--- config.mk ---
export PLATFORM = sky130hd
export DESIGN_NAME = serial_subtract_ctrl
export DESIGN_NICKNAME = d
export VERILOG_FILES = /design/src/rtl/serial_sub_pkg.sv /design/src/rtl/bit_sub_cell.sv /design/src/rtl/serial_subtract_ctrl.sv
export SDC_FILE = /design/constraint.sdc
export NUM_CORES = 1
export LEC_CHECK = 0
export CORE_ASPECT_RATIO = 0.7
export CORE_UTILIZATION = 40
export DETAILED_ROUTE_END_ITERATION = 12
export PLACE_DENSITY = 0.66
export SYNTH_ARGS = -nofsm -noshare
export SYNTH_HDL_FRONTEND = slang
export SYNTH_SLANG_ARGS = --single-unit
--- constraint.sdc ---
create_clock -name clk -period 2.2 [get_ports clk]
set_clock_uncertainty 0.05 [all_clocks]
set_input_delay 0.44 -clock clk [delete_from_list [all_inputs] [get_ports clk]]
set_output_delay 0.44 -clock clk [all_outputs]
set_load 0.005 [all_outputs]
--- src/rtl/serial_sub_pkg.sv ---
// Shared types and constants for the serial subtractor controller.
package serial_sub_pkg;

    // Controller states: waiting, shifting bits through the cell, result pulse.
    typedef enum logic [1:0] {
        IDLE = 2'd0,
        RUN  = 2'd1,
        DONE = 2'd2
    } sub_state_t;

    // A - B is computed as A + ~B + 1, so the chain starts with carry set.
    localparam logic CARRY_INIT = 1'b1;

endpackage

--- src/rtl/bit_sub_cell.sv ---
// Combinational 1-bit subtractor cell: adds a, the inverted b and a carry-in.
module bit_sub_cell (
    input  logic a,
    input  logic b,
    input  logic cin,
    output logic d,
    output logic cout
);

    logic nb;

    // Two's-complement subtraction bit: sum and majority carry of (a, ~b, cin).
    always_comb begin
        nb   = ~b;
        d    = a ^ nb ^ cin;
        cout = (a & nb) | (a & cin) | (nb & cin);
    end

endmodule

--- src/rtl/serial_subtract_ctrl.sv ---
// Bit-serial unsigned subtractor: one shared cell stepped LSB first over
// WIDTH cycles, with a start/busy/done handshake and a held result.
module serial_subtract_ctrl
    import serial_sub_pkg::*;
#(
    parameter int WIDTH = 8
) (
    input  logic             clk,
    input  logic             reset,
    input  logic             start,
    input  logic [WIDTH-1:0] a_in,
    input  logic [WIDTH-1:0] b_in,
    output logic             busy,
    output logic             done,
    output logic [WIDTH-1:0] diff,
    output logic             borrow
);

    localparam int IDX_W = $clog2(WIDTH);
    localparam logic [IDX_W-1:0] LAST_IDX = IDX_W'(WIDTH - 1);

    sub_state_t       state_reg, state_next;
    logic [WIDTH-1:0] a_reg, a_next;
    logic [WIDTH-1:0] b_reg, b_next;
    logic [WIDTH-1:0] diff_reg, diff_next;
    logic             borrow_reg, borrow_next;
    logic             carry_reg, carry_next;
    logic [IDX_W-1:0] idx_reg, idx_next;

    logic cell_d;
    logic cell_cout;

    // The single arithmetic cell; the controller owns every register around it.
    bit_sub_cell u_cell (
        .a    (a_reg[0]),
        .b    (b_reg[0]),
        .cin  (carry_reg),
        .d    (cell_d),
        .cout (cell_cout)
    );

    // State and datapath registers; reset abandons any operation in flight.
    always_ff @(posedge clk) begin
        if (reset) begin
            state_reg  <= IDLE;
            a_reg      <= '0;
            b_reg      <= '0;
            diff_reg   <= '0;
            borrow_reg <= 1'b0;
            carry_reg  <= CARRY_INIT;
            idx_reg    <= '0;
        end else begin
            state_reg  <= state_next;
            a_reg      <= a_next;
            b_reg      <= b_next;
            diff_reg   <= diff_next;
            borrow_reg <= borrow_next;
            carry_reg  <= carry_next;
            idx_reg    <= idx_next;
        end
    end

    // Next-state and datapath update: accept in IDLE/DONE, shift one bit per RUN cycle.
    always_comb begin
        state_next  = state_reg;
        a_next      = a_reg;
        b_next      = b_reg;
        diff_next   = diff_reg;
        borrow_next = borrow_reg;
        carry_next  = carry_reg;
        idx_next    = idx_reg;

        case (state_reg)
            IDLE, DONE: begin
                if (start) begin
                    // Operands are latched here, so later input changes are invisible.
                    a_next     = a_in;
                    b_next     = b_in;
                    carry_next = CARRY_INIT;
                    idx_next   = '0;
                    state_next = RUN;
                end else begin
                    state_next = IDLE;
                end
            end
            RUN: begin
                // Result bits enter at the MSB so after WIDTH steps bit 0 lands at diff[0].
                diff_next  = {cell_d, diff_reg[WIDTH-1:1]};
                a_next     = a_reg >> 1;
                b_next     = b_reg >> 1;
                carry_next = cell_cout;
                idx_next   = idx_reg + 1'b1;
                if (idx_reg == LAST_IDX) begin
                    // No final carry out of A + ~B + 1 means A < B.
                    borrow_next = ~cell_cout;
                    state_next  = DONE;
                end
            end
            default: begin
                state_next = IDLE;
            end
        endcase
    end

    // Handshake and result outputs decode directly from registers.
    always_comb begin
        busy   = (state_reg == RUN);
        done   = (state_reg == DONE);
        diff   = diff_reg;
        borrow = borrow_reg;
    end

endmodule

Word level (Yosys, flattened, before mapping)
Index checks and enable logic that the tools add are counted. W data, S select, Z words.

Input port bits: 19. Output and inout bits: 11. Word-level logic and storage cells: 38. Register bits after elaboration: 31.

Reduce and logical (&&, ||, !) cells: 5. Add/sub/neg operators: 1. Muxes and demuxes: 11. Bitwise gates (word level): 9. Eq/ne operators: 5.

Operators by type and width (number): $pmux W8 S2 (2); $mux W8 (2); $pmux W3 S2 (1); $pmux W2 S2 (1); $reduce_and A2 Y1 (2); $add A3 B1 Y3 const B (1); $and A1 B1 Y1 (3); $eq A3 B3 Y1 const B (1); $mux W3 (1); $eq A2 B1 Y1 const B (1); $eq A2 B2 Y1 const B (1); $logic_not A2 Y1 (1); $mux W1 (2); $mux W2 (1); $ne A2 B1 Y1 const B (1); $ne A2 B2 Y1 const B (1); $not A1 Y1 (2); $or A1 B1 Y1 (2); $pmux W1 S2 (1); $reduce_bool A2 Y1 (1); $reduce_or A2 Y1 (1); $xor A1 B1 Y1 (2).

Depth between registers and ports, before layout
Gate-level depths: netlist of the first run.

Depth after elaboration: 5. Depth in mapped cells: 6. Depth with buffers taken out: 4.

Modules after synthesis
From an unflattened synthesis of the first run, not the netlist that was laid out.

Cells, all modules: 160. Area, all modules: 1345.0 µm².

By module, submodules not included: serial_subtract_ctrl (sequential area each 620.6 µm², times used 1, area an instance 1310.0 µm², cells an instance 155); bit_sub_cell (sequential area each 0.0 µm², times used 1, area an instance 35.0 µm², cells an instance 5).

Worst setup path after synthesis of the first run
OpenSTA, ideal clock, no wires.

Kind: flip-flop to output port. Start: register state_reg[1]. End: output busy. Data arrival time: 743 ps. Path slack: 967 ps. Cell stages (with the launch flop): 5. Buffers on the path: 2. Required time: 1710 ps. Path through: dfxtp_1 -> nand2b_1 -> buf_6 -> clkinv_2 -> buf_6.

Longest elaborated chain between the ends: 1.

Ends and longest elaborated chain: start, declared (line serial_subtract_ctrl.sv:22) `sub_state_t state_reg, state_next;`; start signal, assigned (line serial_subtract_ctrl.sv:53) `state_reg <= state_next;`; $eq A2 B1 Y1 (line serial_subtract_ctrl.sv:107) `busy = (state_reg == RUN);`; end, declared (line serial_subtract_ctrl.sv:13) `output logic busy,`.

Every way passes these cells.

Worst setup path in the final report of the first run
Start: register state_reg[0]. End: output busy.

The elaborated chain is that of the path after synthesis.

==> flow_metrics.py, run 1 <==
metrics = {
    "clocking": {
        "cts_num_sinks": 31,
        "ctsResizeCount": 0,
        "cts_buffer_depth": 2,
        "ctsHoldBuffers": 0,
        "clk_pin_slew_ns": 0.06,
        "cts_inserted_buffers": 5,
        "cts_tree": "done",
        "cts_root_buf": "clkbuf_8",
        "htreeDepth": 2,
        "insertion_delay_ns": 0.28,
        "post_cts_buffers": 0,
    },
    "synthesis": {
        "yosysSeqAreaShare": 0.466,
        "yosysTopAreaCell": "dfxtp_1",
        "synth.mux.area_fraction": 0,
        "synth_top_family_by_area": "simple AND/OR/NAND/NOR gates",
        "synth_area_leaders": "dfxtp_1, nand2_1, a311oi_1",
        "synth_fa_ha_area_frac": 0.0338,
        "syn-num-nets": 179,
        "synth_compound_area_frac": 0.177,
        "yosys_warnings": 0,
        "ys_ff_latch": 31,
        "netlist_area_sq_um": 1330,
        "synth_top_area_share": 0.466,
        "synthXorXnorAreaFrac": 0,
        "synthCells": 157,
        "yosys.area_share.simple": 0.238,
        "synth.distinct_cells": 23,
        "syn_area_per_cell_sq_um": 8.48,
    },
    "worst_setup_path": {
        "criticalPathCategory": "register to primary output",
        "cp.arrival_ns": 1.48,
        "worstPathMaxFanout": 16,
        "r2r_slack_ns": 0.79,
        "reg2reg_depth": 4,
        "cp_data_required_time_ns": 1.71,
        "worst_setup_path_end_kind": "primary output",
        "critical_path.startpoint_type": "register",
    },
    "drt": {
        "drc": 0,
        "wl_microns": 2780,
        "postRouteAntennaNets": 0,
        "wire_per_inst_microns": 12.5,
        "via_count": 1126,
        "drt_first_pass_iters": 6,
        "viasPerCell": 5.07,
        "drt-initial-drc-count": 74,
    },
    "finish": {
        "layout.nets": 205,
        "n_antenna_cell": 0,
        "drive_gt1_frac": 0.0924,
        "final_cell_mix": "nand2_1, dfxtp_1, clkdlybuf4s50_1",
        "fin_util": 0.532,
        "synthToLayoutAreaGrowth_pct": 26.7,
        "final_common_cell": "nand2_1",
        "finalInstanceArea_sq_um": 1690,
    },
    "power_and_ir_drop": {
        "ir_worst_vdd_mv": 0.405,
        "p_leak_nw": 0.625,
        "sw_frac_of_total": 0.241,
        "p_sw_w": 0.000304,
        "p_per_area_nw_per_um2": 748,
        "power_w": 0.00126,
        "clock_power_share": 0.380,
        "comb_power_share": 0.133,
        "seqPwrFrac": 0.487,
        "intPower_w": 0.000957,
    },
    "floorplanning": {
        "ios": 30,
        "rows": 17,
        "die_area_sq_um": 3570,
        "dieHeight_microns": 50.3,
        "core_sq_um": 3170,
        "start_util": 0.420,
        "die_x_microns": 71.0,
    },
    "placement": {
        "placed_area_sq_um": 1590,
        "portBuffers": 29,
        "dp_slack_ns": 0.401,
        "dp_hpwl_microns": 1800,
        "gp_congestion": 0.731,
    },
    "timing": {
        "finalHoldViolations": 0,
        "max_clock_freq_mhz": 508,
        "slew_headroom": 0.709,
        "rsz0062_at_grt": "false",
        "period_share": 0.895,
        "fin_ws_ns": 0.232,
        "setup_viol": 0,
        "finalSetupTns_ns": 0,
        "worstMarginPinSlew_ns": 0.437,
        "slew_viol_final": 0,
        "post-route-min-period_ns": 1.97,
    },
    "status": {
        "run_status": "finished, final reports clean",
    },
    "run": {
        "maxCapViolations": 0,
    },
    "global_route": {
        "antenna_found_initial": 0,
        "grt_max_degree": 44,
        "grt_pass1_wl_microns": 4560,
        "grt_overflow": 0,
        "grt_usage": 0.169,
        "grt_pass1_vias": 1066,
    },
    "hold_path": {
        "hold_class": "register to register",
        "min_path_cells": 2,
    },
}
==> metrics by stage <==
step	instances	hold slack, ns
6_report	222	0.410
5_1_grt	222	0.445
4_1_cts	222	0.410
3_5_place_dp	214	0.402
3_3_place_gp	214	0.395
2_1_floorplan	157	0.398
==> layout make-up <==
cell class                 count  area [sq um]
tap                           38          47.5
sequential                    31           621
multi-input combinational    111           597
fill                         279          1480
timing repair buffer          32           313
inverter                       2          8.76
clock buffer                   8           100
==> worst max-delay path, stage by stage (launching register included) <==
cell             delay, ns
dfxtp_1               0.38
nand2b_1              0.11
clkinv_2              0.18
clkdlybuf4s50_1       0.53
==> cells in the mapped netlist <==
cell / n
nand2_1: 49
dfxtp_1: 31
nor2_1: 17
a21oi_1: 14
a311oi_1: 12
nand3_1: 5
buf_4: 4
a311oi_2: 3
buf_6: 3
clkbuf_1: 3
buf_2: 2
ha_1: 2
nand2b_1: 2
and2b_2: 1
buf_12: 1
clkinv_2: 1
fa_1: 1
inv_1: 1
nor2b_2: 1
nor3_1: 1
o21a_1: 1
o21bai_1: 1
or2b_2: 1
==> metal layers <==
layer,share of wire,vias to the layer above,track usage
met5,0,-,0
met4,0.013,0,0.0800
met3,0.036,5,0.0562
met2,0.47,19,0.271
met1,0.48,525,0.208
li1,-,577,-
==> cell families after synthesis <==
kind of cell               Yosys count
AOI/OAI and AO/OA                   31
adders and majority gates            3
buffers and inverters               15
DFF                                 31
and+or+nand+nor                     77
==> power by group through the flow <==
stage,Sequential [W],Clock [W],Combinational (W)
6_report,0.000615,0.000479,0.000167
3_3_place_gp,0.000625,0,0.000161
4_1_cts,0.000615,0.000491,0.000168
5_1_grt,0.000619,0.000518,0.000184
2_1_floorplan,0.000622,0,0.000124
3_5_place_dp,0.000627,0,0.000166
==> worst paths after layout <==
kind                                 end    startpoint
worst max register to register  a_reg[2]  state_reg[0]
worst max-delay path                busy  state_reg[0]
worst min register to register   diff[0]       diff[0]
worst min-delay path             diff[0]       diff[0]
Note: power is estimated with default switching activity, not from simulation.
==> run 2, diff against run 1 <==
--- a/config.mk
+++ b/config.mk
@@ -6,9 +6,10 @@
 export NUM_CORES = 1
 export LEC_CHECK = 0
 export CORE_ASPECT_RATIO = 0.7
-export CORE_UTILIZATION = 40
+export CORE_UTILIZATION = 52
 export DETAILED_ROUTE_END_ITERATION = 12
-export PLACE_DENSITY = 0.66
+export PLACE_DENSITY = 0.82
 export SYNTH_ARGS = -nofsm -noshare
 export SYNTH_HDL_FRONTEND = slang
 export SYNTH_SLANG_ARGS = --single-unit
+export TNS_END_PERCENT = 1
==> constraint.sdc (replaced) <==
create_clock -name clk -period 2.2 [get_ports clk]
set_clock_uncertainty 0.05 [all_clocks]
set_input_delay 0.44 -clock clk [delete_from_list [all_inputs] [get_ports clk]]
set_output_delay 0.44 -clock clk [all_outputs]
set_load 0.1 [all_outputs]
==> run 2 against run 1 <==
Compared with the run above: routed wire length is 11% lower; total power decreased by 12%; final area is 4.3% lower; maximum frequency increased by 14%; highest routed layer unchanged; hold slack better by 0.011 ns; sequential power about the same; sequential share of layout area increased by 1.7 points.
==> flow_metrics.py, run 2 (synthesis gave the netlist of run 1 again) <==
metrics = {
    "status": {
        "run_status": "finished, final reports clean",
    },
    "run": {
        "maxCapViolations": 0,
    },
    "global_route": {
        "grt_usage": 0.191,
        "grt_pass1_vias": 948,
        "antenna_found_initial": 0,
        "grt_pass1_wl_microns": 3980,
        "grt_max_degree": 44,
        "grt_overflow": 0,
    },
    "timing": {
        "slew_headroom": 0.724,
        "finalHoldViolations": 0,
        "slew_viol_final": 0,
        "max_clock_freq_mhz": 577,
        "finalSetupTns_ns": 0,
        "whs_ns": 0.421,
        "setup_viol": 0,
        "period_share": 0.788,
        "post-route-min-period_ns": 1.73,
        "rsz0062_at_grt": "false",
        "worstMarginPinSlew_ns": 0.413,
    },
    "drt": {
        "drc": 0,
        "viasPerCell": 5.09,
        "wire_per_inst_microns": 11.5,
        "drt_first_pass_iters": 4,
        "postRouteAntennaNets": 0,
        "drt-initial-drc-count": 80,
        "via_count": 1100,
        "wl_microns": 2490,
    },
    "worst_setup_path": {
        "crit_start": "state_reg[0]",
        "cp_data_required_time_ns": 1.71,
        "worstPathMaxFanout": 16,
        "criticalPathCategory": "register to primary output",
        "worst_setup_path_end_kind": "primary output",
        "cp.arrival_ns": 1.24,
        "r2r-start": "state_reg[0]",
        "regToRegEndpoint": "a_reg[0]",
        "reg2reg_depth": 4,
        "critical_path.startpoint_type": "register",
        "r2r_slack_ns": 0.86,
        "path_cells": "nand2b_1 -> clkinv_2 -> buf_12",
        "max_stage_delay_ns": 0.35,
        "worstSetupEndpoint": "busy",
        "cpMaxStageDelayCell": "dfxtp_1",
    },
    "floorplanning": {
        "core_sq_um": 2280,
        "die_area_sq_um": 2770,
        "rows": 14,
        "ios": 30,
        "start_util": 0.585,
        "die_x_microns": 62.5,
        "dieHeight_microns": 44.3,
    },
    "power_and_ir_drop": {
        "ir_worst_vdd_mv": 0.397,
        "p_leak_nw": 0.628,
        "p_per_area_nw_per_um2": 689,
        "power_w": 0.00111,
    },
    "placement": {
        "placed_area_sq_um": 1560,
        "gp_congestion": 0.748,
        "dp_hpwl_microns": 1620,
        "portBuffers": 29,
    },
    "clocking": {
        "htreeDepth": 2,
        "ctsHoldBuffers": 0,
        "cts_num_sinks": 31,
        "insertion_delay_ns": 0.32,
        "ctsResizeCount": 0,
        "cts_tree": "done",
        "cts_inserted_buffers": 5,
        "post_cts_buffers": 0,
        "clk_pin_slew_ns": 0.09,
        "cts_buffer_depth": 2,
        "cts_root_buf": "clkbuf_4",
    },
    "finish": {
        "layout.nets": 205,
        "final_cell_mix": "nand2_1, dfxtp_1, clkdlybuf4s50_1",
        "n_antenna_cell": 0,
        "drive_gt1_frac": 0.147,
        "final_common_cell": "nand2_1",
        "finalInstanceArea_sq_um": 1610,
        "synthToLayoutAreaGrowth_pct": 21.2,
        "fin_util": 0.709,
    },
    "hold_path": {
        "hold_class": "register to register",
    },
}
-- run 2: changes by cell type in the layout (fill, tap and decap cells not counted), sizes merged --
cell	previous run	this run
clkdlybuf4s50	29	18
buf	3	14
clkinv	1	2
clkbuf	8	7
-- run 2: critical path, delay by kind of cell, from the launching register on --
family | cells | cell delay [ns]
buffers and inverters | 2 | 0.45
DFF | 1 | 0.35
and+or+nand+nor | 1 | 0.12
-- run 2: how the worst min path moves through the flow --
| stage | startpoint | end | slack (ns) | cells past startpoint |
|---|---|---|---|---|
| 2_1_floorplan | a_reg[7] | a_reg[7] | 0.40 | 2 |
| 3_3_place_gp | diff[0] | diff[0] | 0.40 | 2 |
| 3_5_place_dp | diff[4] | diff[3] | 0.41 | 2 |
| 4_1_cts | diff[4] | diff[3] | 0.42 | 2 |
| 5_1_grt | diff[6] | diff[5] | 0.45 | 2 |
| 6_report | diff[4] | diff[3] | 0.42 | 2 |
-- run 2: area by class of cell --
type	count	area, sq um
Fill cell	193	663
Sequential cell	31	621
Multi-Input combinational cell	111	597
Timing Repair Buffer	32	298
Clock buffer	7	45.0
Tap cell	32	40.0
Inverter	2	8.76
Clock inverter	1	5.00
-- run 2: routing by layer --
metal	global-route usage	wire, microns
met5	0	0
met4	0.0977	13
met3	0.0567	159
met2	0.298	1090
met1	0.244	1220
-- run 2: metrics by stage --
| stage | std cells | setup WS, ns |
|---|---|---|
| finish | 216 | 0.467 |
| CTS | 216 | 0.450 |
| global placement | 208 | 0.419 |
| detailed placement | 208 | 0.388 |
| global route | 216 | 0.357 |
| floorplan | 157 | 0.770 |
-- run 2: power by group --
part,switching (W),leakage (nW),internal (W)
sequential,0.0000186,0.254,0.000595
combinational,0.000112,0.345,0.0000789
clock,0.000183,0.0293,0.000124
total,0.000314,0.628,0.000798
==> run 3, diff against run 2 <==
--- a/config.mk
+++ b/config.mk
@@ -6,9 +6,9 @@
 export NUM_CORES = 1
 export LEC_CHECK = 0
 export CORE_ASPECT_RATIO = 0.7
-export CORE_UTILIZATION = 52
+export CORE_UTILIZATION = 49
 export DETAILED_ROUTE_END_ITERATION = 12
-export PLACE_DENSITY = 0.82
+export PLACE_DENSITY = 0.78
 export SYNTH_ARGS = -nofsm -noshare
 export SYNTH_HDL_FRONTEND = slang
 export SYNTH_SLANG_ARGS = --single-unit
==> constraint.sdc (replaced) <==
create_clock -name clk -period 1.7 [get_ports clk]
set_clock_uncertainty 0.05 [all_clocks]
set_input_delay 0.34 -clock clk [delete_from_list [all_inputs] [get_ports clk]]
set_output_delay 0.34 -clock clk [all_outputs]
set_load 0.1 [all_outputs]
==> run 3 against run 2 <==
Compared with the run above: critical path depth unchanged; final cell count increased by 1.9%; largest power group unchanged; routed wire length increased by 13%; sequential power increased by 30%; total power increased by 46%; hold slack improved by 0.0016 ns; register-to-register slack got worse by 0.55 ns; first-iteration DRC count decreased by 18%; via count increased by 3.7%; setup slack got worse by 0.33 ns.
==> flow_metrics.py, run 3 (synthesis gave the netlist of run 1 again) <==
metrics = {
    "hold_path": {
        "hold_class": "register to register",
        "min_path_cells": 2,
        "hold_path.startpoint": "a_reg[7]",
    },
    "finish": {
        "n_antenna_cell": 0,
        "final_cell_mix": "nand2_1, dfxtp_1, clkdlybuf4s50_1",
        "drive_gt1_frac": 0.156,
        "synthToLayoutAreaGrowth_pct": 36.2,
        "fin_util": 0.721,
        "layout.nets": 207,
        "fillers": 191,
        "final_common_cell": "nand2_1",
    },
    "clocking": {
        "cts_num_sinks": 31,
        "cts_root_buf": "clkbuf_8",
        "clk_pin_slew_ns": 0.06,
        "insertion_delay_ns": 0.28,
        "post_cts_buffers": 0,
        "ctsHoldBuffers": 0,
        "ctsResizeCount": 0,
        "cts_tree": "done",
        "cts_buffer_depth": 2,
        "cts_inserted_buffers": 5,
        "htreeDepth": 2,
    },
    "timing": {
        "worstMarginPinSlew_ns": 0.356,
        "slew_headroom": 0.763,
        "max_clock_freq_mhz": 641,
        "finalHoldViolations": 0,
        "slew_viol_final": 0,
        "fin_ws_ns": 0.140,
        "period_share": 0.918,
        "rsz0062_at_grt": "false",
        "setup_viol": 0,
        "post-route-min-period_ns": 1.56,
    },
    "global_route": {
        "grt_pass1_wl_microns": 4350,
        "antenna_found_initial": 0,
        "grt_max_degree": 36,
        "grt_overflow": 0,
        "grt_pass1_vias": 1015,
        "grt_usage": 0.206,
    },
    "placement": {
        "dp_slack_ns": -0.0167,
        "gp_congestion": 0.740,
        "dp_hpwl_microns": 1820,
        "portBuffers": 29,
    },
    "drt": {
        "postRouteAntennaNets": 0,
        "viasPerCell": 5.19,
        "drt-initial-drc-count": 66,
        "drc": 0,
        "wire_per_inst_microns": 12.7,
        "via_count": 1141,
        "drt_first_pass_iters": 4,
        "wl_microns": 2800,
    },
    "worst_setup_path": {
        "critical_path.startpoint_type": "register",
        "r2r-start": "state_reg[1]",
        "cp_data_required_time_ns": 1.31,
        "crit_start": "state_reg[1]",
        "criticalPathCategory": "register to primary output",
        "cp.arrival_ns": 1.17,
        "r2r_slack_ns": 0.31,
        "reg2reg_depth": 4,
        "worstPathMaxFanout": 10,
        "worst_setup_path_end_kind": "primary output",
    },
    "power_and_ir_drop": {
        "p_leak_nw": 0.687,
        "ir_worst_vdd_mv": 0.650,
        "power_w": 0.00162,
        "p_per_area_nw_per_um2": 893,
    },
    "run": {
        "maxCapViolations": 0,
    },
    "floorplanning": {
        "dieHeight_microns": 45.6,
        "ios": 30,
        "core_sq_um": 2510,
        "die_x_microns": 64.3,
        "rows": 15,
        "start_util": 0.529,
        "die_area_sq_um": 2930,
    },
    "status": {
        "run_status": "finished, final reports clean",
    },
}
[run 3: changes by cell type in the layout (fill, tap and decap cells not counted)]
cell / delta
buf_12: +12
clkbuf_8: +5
clkbuf_4: -5
buf_4: -10
[run 3: where the power goes]
group	switching, W	leakage [nW]	internal [W]
registers	0.0000268	0.254	0.000771
clock network	0.000262	0.0422	0.000287
logic	0.000151	0.391	0.000121
total	0.000440	0.687	0.00118
[run 3: final timing paths]
path,to
max,busy
min,a_reg[7]
max reg2reg,b_reg[2]
min reg2reg,a_reg[7]
[run 3: final cells by class]
| cell class | instances | area [sq um] | share of cell area |
|---|---|---|---|
| timing repair buffer | 34 | 463 | 0.255 |
| inverter | 2 | 8.76 | 0.00483 |
| multi-input combinational | 111 | 597 | 0.329 |
| sequential | 31 | 621 | 0.342 |
| clock inverter | 1 | 5.00 | 0.00276 |
| clock buffer | 7 | 76.3 | 0.0421 |
| tap | 34 | 42.5 | 0.0235 |
[run 3: critical path: stages (launching register included)]
cell and delay, ns:
dfxtp_1 0.33, nand2b_1 0.17, clkinv_2 0.17, buf_12 0.21
[run 3: metal layers]
layer | global-route usage | vias to the layer above | wire length, microns
li1 | - | 585 | -
met1 | 0.233 | 532 | 1280
met2 | 0.362 | 19 | 1370
met3 | 0.0675 | 5 | 119
met4 | 0.0978 | 0 | 27
met5 | 0 | - | 0
[run 3: stage by stage]
| stage | area [sq um] | cells | hold WS (ns) | setup TNS (ns) |
|---|---|---|---|---|
| 2_1_floorplan | 1330 | 157 | 0.362 | 0 |
| 3_3_place_gp | 1730 | 212 | 0.405 | 0 |
| 3_5_place_dp | 1730 | 212 | 0.409 | -0.0384 |
| 4_1_cts | 1810 | 220 | 0.419 | 0 |
| 5_1_grt | 1810 | 220 | 0.449 | 0 |
| 6_report | 1810 | 220 | 0.422 | 0 |
